**config.mk**
```make
export PLATFORM = sky130hd
export DESIGN_NAME = rom_copy_engine
export DESIGN_NICKNAME = d
export VERILOG_FILES = /design/src/rtl/rom_copy_pkg.sv /design/src/rtl/rom_copy_seg_seq.sv /design/src/rtl/rom_copy_engine.sv
export SDC_FILE = /design/constraint.sdc
export NUM_CORES = 1
export LEC_CHECK = 0
export CORE_ASPECT_RATIO = 1.5
export CORE_MARGIN = 2
export CORE_UTILIZATION = 41
export CTS_CLUSTER_SIZE = 20
export DETAILED_ROUTE_END_ITERATION = 10
export GPL_TIMING_DRIVEN = 0
export HOLD_SLACK_MARGIN = 0.08
export PLACE_DENSITY = 0.83
export SLEW_MARGIN = 20
export SYNTH_ARGS = -nofsm -noshare
export SYNTH_HDL_FRONTEND = slang
export SYNTH_SLANG_ARGS = --single-unit
```
**constraint.sdc**
```tcl
create_clock -name CLK -period 3.75 [get_ports CLK]
set_clock_uncertainty 0.05 [all_clocks]
set_input_delay 1.125 -clock CLK [delete_from_list [all_inputs] [get_ports CLK]]
set_output_delay 1.125 -clock CLK [all_outputs]
set_load 0.01 [all_outputs]
```
**src/rtl/rom_copy_pkg.sv**
```systemverilog
// Shared types and defaults for the ROM-to-RAM copy engine.
// Default segments preload the SHA-256 constant tables.
package rom_copy_pkg;

   typedef enum logic [1:0] {
      IDLE,
      RUN,
      DRAIN,
      FIN
   } state_t;

   localparam int SHA_NUM_SEG = 2;
   localparam logic [25:0] SHA_SEG_SRC = {13'd8, 13'd0};
   localparam logic [15:0] SHA_SEG_DST = {8'd64, 8'd0};
   localparam logic [17:0] SHA_SEG_LEN = {9'd64, 9'd8};

   // Field i of width w from a packed table, field 0 in the LSBs.
   function automatic logic [31:0] field(
      input logic [1023:0] vec,
      input int w,
      input int i
   );
      logic [1023:0] s;
      s = vec >> (w * i);
      return s[31:0] & ((32'd1 << w) - 32'd1);
   endfunction

endpackage

```
**src/rtl/rom_copy_seg_seq.sv**
```systemverilog
// Segment sequencer: walks src/dst/remaining over the segment table,
// skipping zero-length segments without spending a cycle on them.
module rom_copy_seg_seq
   import rom_copy_pkg::*;
#(
   parameter int RAM_AW = 8,
   parameter int ROM_AW = 13,
   parameter int NUM_SEG = SHA_NUM_SEG,
   parameter logic [NUM_SEG*ROM_AW-1:0] SEG_SRC = SHA_SEG_SRC,
   parameter logic [NUM_SEG*RAM_AW-1:0] SEG_DST = SHA_SEG_DST,
   parameter logic [NUM_SEG*(RAM_AW+1)-1:0] SEG_LEN = SHA_SEG_LEN
) (
   input  logic              clk,
   input  logic              rst,
   input  logic              load,
   input  logic              step,
   output logic              have,
   output logic              last,
   output logic [ROM_AW-1:0] src,
   output logic [RAM_AW-1:0] dst
);

   localparam int IW = (NUM_SEG > 1) ? $clog2(NUM_SEG) : 1;
   localparam int LW = RAM_AW + 1;

   logic [ROM_AW-1:0] src_tab [NUM_SEG];
   logic [RAM_AW-1:0] dst_tab [NUM_SEG];
   logic [LW-1:0]     len_tab [NUM_SEG];

   for (genvar g = 0; g < NUM_SEG; g++) begin : g_tab
      assign src_tab[g] = ROM_AW'(field(1024'(SEG_SRC), ROM_AW, g));
      assign dst_tab[g] = RAM_AW'(field(1024'(SEG_DST), RAM_AW, g));
      assign len_tab[g] = LW'(field(1024'(SEG_LEN), LW, g));
   end

   logic [IW-1:0]     idx_q, cur_idx;
   logic [ROM_AW-1:0] src_q, cur_src;
   logic [RAM_AW-1:0] dst_q, cur_dst;
   logic [LW-1:0]     rem_q, cur_rem;
   logic              more;

   // rem_q == 0 means segment idx_q is exhausted; look ahead for the next one.
   always_comb begin
      cur_idx = idx_q;
      cur_src = src_q;
      cur_dst = dst_q;
      cur_rem = rem_q;
      have    = 1'b0;
      more    = 1'b0;
      if (rem_q != '0) begin
         have = 1'b1;
      end else begin
         for (int k = NUM_SEG - 1; k >= 0; k--) begin
            if (k > int'(idx_q) && len_tab[k] != '0) begin
               cur_idx = IW'(k);
               cur_src = src_tab[k];
               cur_dst = dst_tab[k];
               cur_rem = len_tab[k];
               have    = 1'b1;
            end
         end
      end
      for (int k = 0; k < NUM_SEG; k++) begin
         if (k > int'(cur_idx) && len_tab[k] != '0) more = 1'b1;
      end
      last = have && (cur_rem == LW'(1)) && !more;
   end

   assign src = cur_src;
   assign dst = cur_dst;

   always_ff @(posedge clk or posedge rst) begin
      if (rst) begin
         idx_q <= '0;
         src_q <= '0;
         dst_q <= '0;
         rem_q <= '0;
      end else if (load) begin
         idx_q <= '0;
         src_q <= src_tab[0];
         dst_q <= dst_tab[0];
         rem_q <= len_tab[0];
      end else if (step) begin
         if (cur_rem == LW'(1)) begin
            if (int'(cur_idx) < NUM_SEG - 1) begin
               idx_q <= cur_idx + 1'b1;
               src_q <= src_tab[cur_idx + 1'b1];
               dst_q <= dst_tab[cur_idx + 1'b1];
               rem_q <= len_tab[cur_idx + 1'b1];
            end else begin
               idx_q <= cur_idx;
               rem_q <= '0;
            end
         end else begin
            idx_q <= cur_idx;
            src_q <= cur_src + 1'b1;
            dst_q <= cur_dst + 1'b1;
            rem_q <= cur_rem - 1'b1;
         end
      end
   end

endmodule

```
**src/rtl/rom_copy_engine.sv**
```systemverilog
// ROM-to-RAM segment copy engine with a host RAM port that is
// served whenever no copy is in flight.
module rom_copy_engine
   import rom_copy_pkg::*;
#(
   parameter int DATA_W = 32,
   parameter int RAM_AW = 8,
   parameter int ROM_AW = 13,
   parameter int NUM_SEG = SHA_NUM_SEG,
   parameter logic [NUM_SEG*ROM_AW-1:0] SEG_SRC = SHA_SEG_SRC,
   parameter logic [NUM_SEG*RAM_AW-1:0] SEG_DST = SHA_SEG_DST,
   parameter logic [NUM_SEG*(RAM_AW+1)-1:0] SEG_LEN = SHA_SEG_LEN
) (
   input  logic              CLK,
   input  logic              RST,
   input  logic              START,
   output logic              BUSY,
   output logic              DONE,
   input  logic              HOST_RE,
   input  logic              HOST_WR,
   input  logic [RAM_AW-1:0] HOST_ADDR,
   input  logic [DATA_W-1:0] HOST_WDATA,
   output logic [DATA_W-1:0] HOST_RDATA,
   output logic              HOST_RVALID,
   output logic              HOST_STALL,
   output logic              ROM_RE,
   output logic [ROM_AW-1:0] ROM_ADDR,
   input  logic [DATA_W-1:0] ROM_RDATA,
   output logic              RAM_EN,
   output logic              RAM_WE,
   output logic [RAM_AW-1:0] RAM_ADDR,
   output logic [DATA_W-1:0] RAM_WDATA,
   input  logic [DATA_W-1:0] RAM_RDATA
);

   state_t state_q, state_d;

   logic              prime_q;
   logic              valid_q;
   logic [RAM_AW-1:0] dst_pipe_q;
   logic              rvalid_q;
   logic [DATA_W-1:0] rdata_q;

   logic              accept, issue, have, last;
   logic              host_ok, host_rd;
   logic [ROM_AW-1:0] seq_src;
   logic [RAM_AW-1:0] seq_dst;

   rom_copy_seg_seq #(
      .RAM_AW  (RAM_AW),
      .ROM_AW  (ROM_AW),
      .NUM_SEG (NUM_SEG),
      .SEG_SRC (SEG_SRC),
      .SEG_DST (SEG_DST),
      .SEG_LEN (SEG_LEN)
   ) u_seq (
      .clk  (CLK),
      .rst  (RST),
      .load (accept),
      .step (issue),
      .have (have),
      .last (last),
      .src  (seq_src),
      .dst  (seq_dst)
   );

   // First RUN cycle lets the freshly loaded segment settle before reading.
   always_comb begin
      state_d = state_q;
      accept  = 1'b0;
      issue   = 1'b0;
      BUSY    = 1'b0;
      DONE    = 1'b0;
      unique case (state_q)
         IDLE: begin
            accept = START;
            if (START) state_d = RUN;
         end
         RUN: begin
            BUSY  = 1'b1;
            issue = !prime_q && have;
            if (!prime_q && (!have || last)) state_d = DRAIN;
         end
         DRAIN: begin
            BUSY    = 1'b1;
            state_d = FIN;
         end
         FIN: begin
            DONE   = 1'b1;
            accept = START;
            if (START) state_d = RUN;
         end
         default: state_d = IDLE;
      endcase
   end

   assign ROM_RE   = issue;
   assign ROM_ADDR = seq_src;

   assign host_ok    = !BUSY;
   assign host_rd    = host_ok && HOST_RE && !HOST_WR;
   assign HOST_STALL = BUSY && (HOST_RE || HOST_WR);

   assign RAM_EN    = valid_q || (host_ok && (HOST_RE || HOST_WR));
   assign RAM_WE    = valid_q || (host_ok && HOST_WR);
   assign RAM_ADDR  = valid_q ? dst_pipe_q : HOST_ADDR;
   assign RAM_WDATA = valid_q ? ROM_RDATA : HOST_WDATA;

   assign HOST_RVALID = rvalid_q;
   assign HOST_RDATA  = rvalid_q ? RAM_RDATA : rdata_q;

   always_ff @(posedge CLK or posedge RST) begin
      if (RST) begin
         state_q    <= IDLE;
         prime_q    <= 1'b0;
         valid_q    <= 1'b0;
         dst_pipe_q <= '0;
         rvalid_q   <= 1'b0;
         rdata_q    <= '0;
      end else begin
         state_q  <= state_d;
         prime_q  <= accept;
         valid_q  <= issue;
         rvalid_q <= host_rd;
         if (issue) dst_pipe_q <= seq_dst;
         if (rvalid_q) rdata_q <= RAM_RDATA;
      end
   end

endmodule

```
==> impl_metrics.toml <==
[status]
outcome = "finished, final reports clean"

[yosys]
synth-warning-count = 0
synth_edf_count = 0
synth.yosys.seq_area_share_pct = 46.0
post_synth_instance_area_sq_mm = 0.00414
synth.avg_cell_area_sq_um = 10.6
ys_dominant_reg_cell = "sky130_fd_sc_hd__dfrtp_1"
ys_seq_elements = 76
syn_inst = 389
synth.distinct_cells = 50
asyncSetResetFlopFracSynth_pct = 100
synthesis.nets = 505

[timing]
report.final.slew_viol_count = 0
fin_worst_hold_slack_ps = 423
post-route-period-util_pct = 99.5
hold_viol = 0
max_freq_mhz = 268
timing.max_slew.rel_slack_pct = 41.1
grt_setup_unrepaired = "true"
post-route-min-period_ps = 3730
timing.setup.tns_ps = 0
tightestPinTransition_ps = 870
finalSetupViolations = 0

[detailed_routing]
drcViolationCount = 0
detail-route-antenna-nets = 0
drt_pre_antenna_iters = 5
drt_iter0_drc = 153
wl_per_cell_um = 19.4
totalWireLength_um = 14200
vias = 3935
mean_number_of_vias_per_cell = 5.39

[power]
p_total_mw = 4.95
static-leakage-power_nw = 2.85
vdd_ir_max_mv = 0.386
power.density_mw_per_mm2 = 734

[flow_run]
total_of_max_cap_violations = 0

[floorplanning]
floorplan.core_area_sq_mm = 0.00974
die_area_sq_mm = 0.0109
placementRows = 44
die_y_um = 127
die_width_um = 86.0
io_pins = 201
initial_core_util_pct = 42.5

[final_layout]
design.final.nets = 725
fin_util_pct = 69.2
seqCellArea_sq_mm = 0.00191
nFillCells = 723
stdcell_area_sq_mm = 0.00675
multi_input_area_sq_mm = 0.00207
area.growth.synth_to_final_pct = 63.0
drive_above_1_share_pct = 20.5

[global_route]
grt_overflow = 0
grt_start_max_net_pins = 45
grt_pass1_vias = 4012
initial_antenna_violation_count = 1
grt_usage_pct = 25.3
grt_pass1_wl_um = 21400

[placement]
place_area_sq_mm = 0.00631
globalplace.congestion = 0.839
dpl.hpwl_um = 10600
placement.io_buffers = 200

[worst_setup_path]
worstSetupStartpointType = "flop"
critical_path.max_fanout = 10
timing.setup.critical_path_class = "reg2out"
timing.reg2reg.setup_slack_ps = 790
worstPathRequired_ps = 2570
arrival_ps = 2560
setup.worst_path.end_class = "output port"
timing.rr.end = "u_seq.dst_q[6]"
reg2reg_from = "u_seq.rem_q[3]"
ff2ff_path_depth = 9

[hold_path]
hp-class = "reg2reg"
hold_path_depth = 1
hold_sp = "u_seq.src_q[12]"
hold_path_end = "u_seq.src_q[12]"

[clock_tree]
htree_num_levels = 3
clk_root_buffer_cell = "sky130_fd_sc_hd__clkbuf_16"
post_cts_hold_buffer_count = 0
numCtsBuffers = 9
clkSinkCount = 76
clkLatencyLatePin_ps = 340
clock_pin_slew_on_the_worst_setup_and_hold_paths_ps = 60
tritoncts_clock_tree = "built"
clk_path_buf_depth = 2
[final cells by class]
type                       count  area share (%)
timing repair buffer         212            31.1
multi-input combinational    275            30.7
tap                          115            2.13
sequential                    76            28.3
antenna                        1          0.0371
buffer                        19            1.78
clock inverter                 7            1.71
clock buffer                   9            3.34
inverter                      16           0.927
[sequential cells by signal, summed over array words and instances, names as in the netlist]
signal,count
u_seq.dst_q,8
dst_pipe_q,8
u_seq.rem_q,9
prime_q,1
HOST_RVALID,1
u_seq.idx_q,1
rdata_q,32
valid_q,1
u_seq.src_q,13
state_q,2
[synth_stat cells, types with 5 or more instances]
cell / count / share of area [%]
sky130_fd_sc_hd__dfrtp_1: 76 / 46
sky130_fd_sc_hd__mux2_2: 73 / 20
sky130_fd_sc_hd__o21ai_0: 32 / 3.9
sky130_fd_sc_hd__nand2_1: 31 / 2.8
sky130_fd_sc_hd__nor2_1: 19 / 1.7
sky130_fd_sc_hd__inv_1: 15 / 1.4
sky130_fd_sc_hd__a21oi_1: 12 / 1.5
sky130_fd_sc_hd__and2_1: 11 / 1.7
sky130_fd_sc_hd__clkbuf_1: 10 / 0.91
sky130_fd_sc_hd__nand3_1: 10 / 1.2
sky130_fd_sc_hd__nand4_1: 8 / 1.2
sky130_fd_sc_hd__buf_1: 7 / 0.64
sky130_fd_sc_hd__ha_1: 7 / 2.1
sky130_fd_sc_hd__or3_1: 7 / 1.1
sky130_fd_sc_hd__a31oi_1: 6 / 0.91
sky130_fd_sc_hd__and3_1: 5 / 0.76
[layer usage]
layer | vias up | GRT usage, % | wire length [um]
met3 | 26 | 7.82 | 1230
met5 | - | 0 | 0
met1 | 1895 | 28.2 | 5130
met2 | 172 | 44.9 | 7500
li1 | 1842 | - | -
met4 | 0 | 8.68 | 298
[metrics by stage]
step | setup WS [ps] | std cells
final | 19.4 | 730
after global routing | -10.2 | 730
after CTS | 2.93 | 723
after detailed placement | -120 | 705
after global placement | -549 | 704
after floorplan | 546 | 389
[power by group]
group | leakage (nW) | switching, mW | internal (mW)
combinational | 1.72 | 1.29 | 1.40
sequential | 0.962 | 0.173 | 1.11
clock | 0.161 | 0.334 | 0.647
[placed cells by master, fill, tap and decap left out, types with 3 or more instances in the layout]
master | netlist | layout
sky130_fd_sc_hd__a21o_1 | 3 | 3
sky130_fd_sc_hd__a21oi_1 | 12 | 12
sky130_fd_sc_hd__a22o_1 | 3 | 3
sky130_fd_sc_hd__a31oi_1 | 6 | 6
sky130_fd_sc_hd__and2_1 | 11 | 11
sky130_fd_sc_hd__and3_1 | 5 | 5
sky130_fd_sc_hd__buf_1 | 7 | 7
sky130_fd_sc_hd__buf_4 | 0 | 11
sky130_fd_sc_hd__bufinv_16 | 0 | 3
sky130_fd_sc_hd__clkbuf_1 | 10 | 7
sky130_fd_sc_hd__clkbuf_16 | 0 | 10
sky130_fd_sc_hd__clkdlybuf4s50_1 | 0 | 187
sky130_fd_sc_hd__dfrtp_1 | 76 | 72
sky130_fd_sc_hd__dfrtp_2 | 0 | 4
sky130_fd_sc_hd__dlygate4sd2_1 | 0 | 9
sky130_fd_sc_hd__ha_1 | 7 | 7
sky130_fd_sc_hd__inv_1 | 15 | 14
sky130_fd_sc_hd__mux2_2 | 73 | 73
sky130_fd_sc_hd__nand2_1 | 31 | 31
sky130_fd_sc_hd__nand2b_1 | 3 | 3
sky130_fd_sc_hd__nand3_1 | 10 | 10
sky130_fd_sc_hd__nand4_1 | 8 | 8
sky130_fd_sc_hd__nor2_1 | 19 | 19
sky130_fd_sc_hd__nor3_1 | 4 | 4
sky130_fd_sc_hd__nor4_1 | 3 | 3
sky130_fd_sc_hd__o21ai_0 | 32 | 32
sky130_fd_sc_hd__o31ai_1 | 3 | 3
sky130_fd_sc_hd__or3_1 | 7 | 7
sky130_fd_sc_hd__or4_4 | 2 | 3
[timing repair]
| item | 4_1_cts | 5_1_grt |
|---|---|---|
| resized for setup | 23 | 6 |
| hold endpoints to repair | 0 | 0 |
| setup endpoints to repair | 14 | 12 |
| pin swaps | 4 | 3 |
| setup buffers | 4 | 7 |
[critical path, cell delays in order (launching register included)]
cell	delay, ps
sky130_fd_sc_hd__dfrtp_1	410
sky130_fd_sc_hd__or4_4	570
sky130_fd_sc_hd__or4_4	600
sky130_fd_sc_hd__buf_6	170
sky130_fd_sc_hd__and2_1	180
sky130_fd_sc_hd__dlygate4sd2_1	290
[worst max-delay path by stage]
stage,startpoint,end,slack (ps)
after floorplan,u_seq.rem_q[4],ROM_ADDR[1],550
after global placement,RST,rdata_q[10],-550
after detailed placement,u_seq.rem_q[0],ROM_ADDR[1],-120
after CTS,u_seq.rem_q[7],ROM_ADDR[0],3
after global routing,u_seq.rem_q[3],ROM_ADDR[11],-10
final,u_seq.rem_q[3],ROM_ADDR[8],20
[cells by family (layout without fill, tap and decap cells)]
| logic type | Yosys count | in the layout | synth area share (%) |
|---|---|---|---|
| AO/OA/AOI/OAI | 77 | 77 | 12.4 |
| XOR/XNOR | 3 | 3 | 0.635 |
| adder cells (fa/ha/maj) | 7 | 7 | 2.12 |
| buffers and inverters | 38 | 263 | 4.05 |
| flip-flops | 76 | 76 | 46.0 |
| multiplexers | 74 | 74 | 20.1 |
| other | 0 | 1 | 0 |
| AND/OR/NAND/NOR | 114 | 114 | 14.8 |
Note: power is estimated with default switching activity, not from simulation.
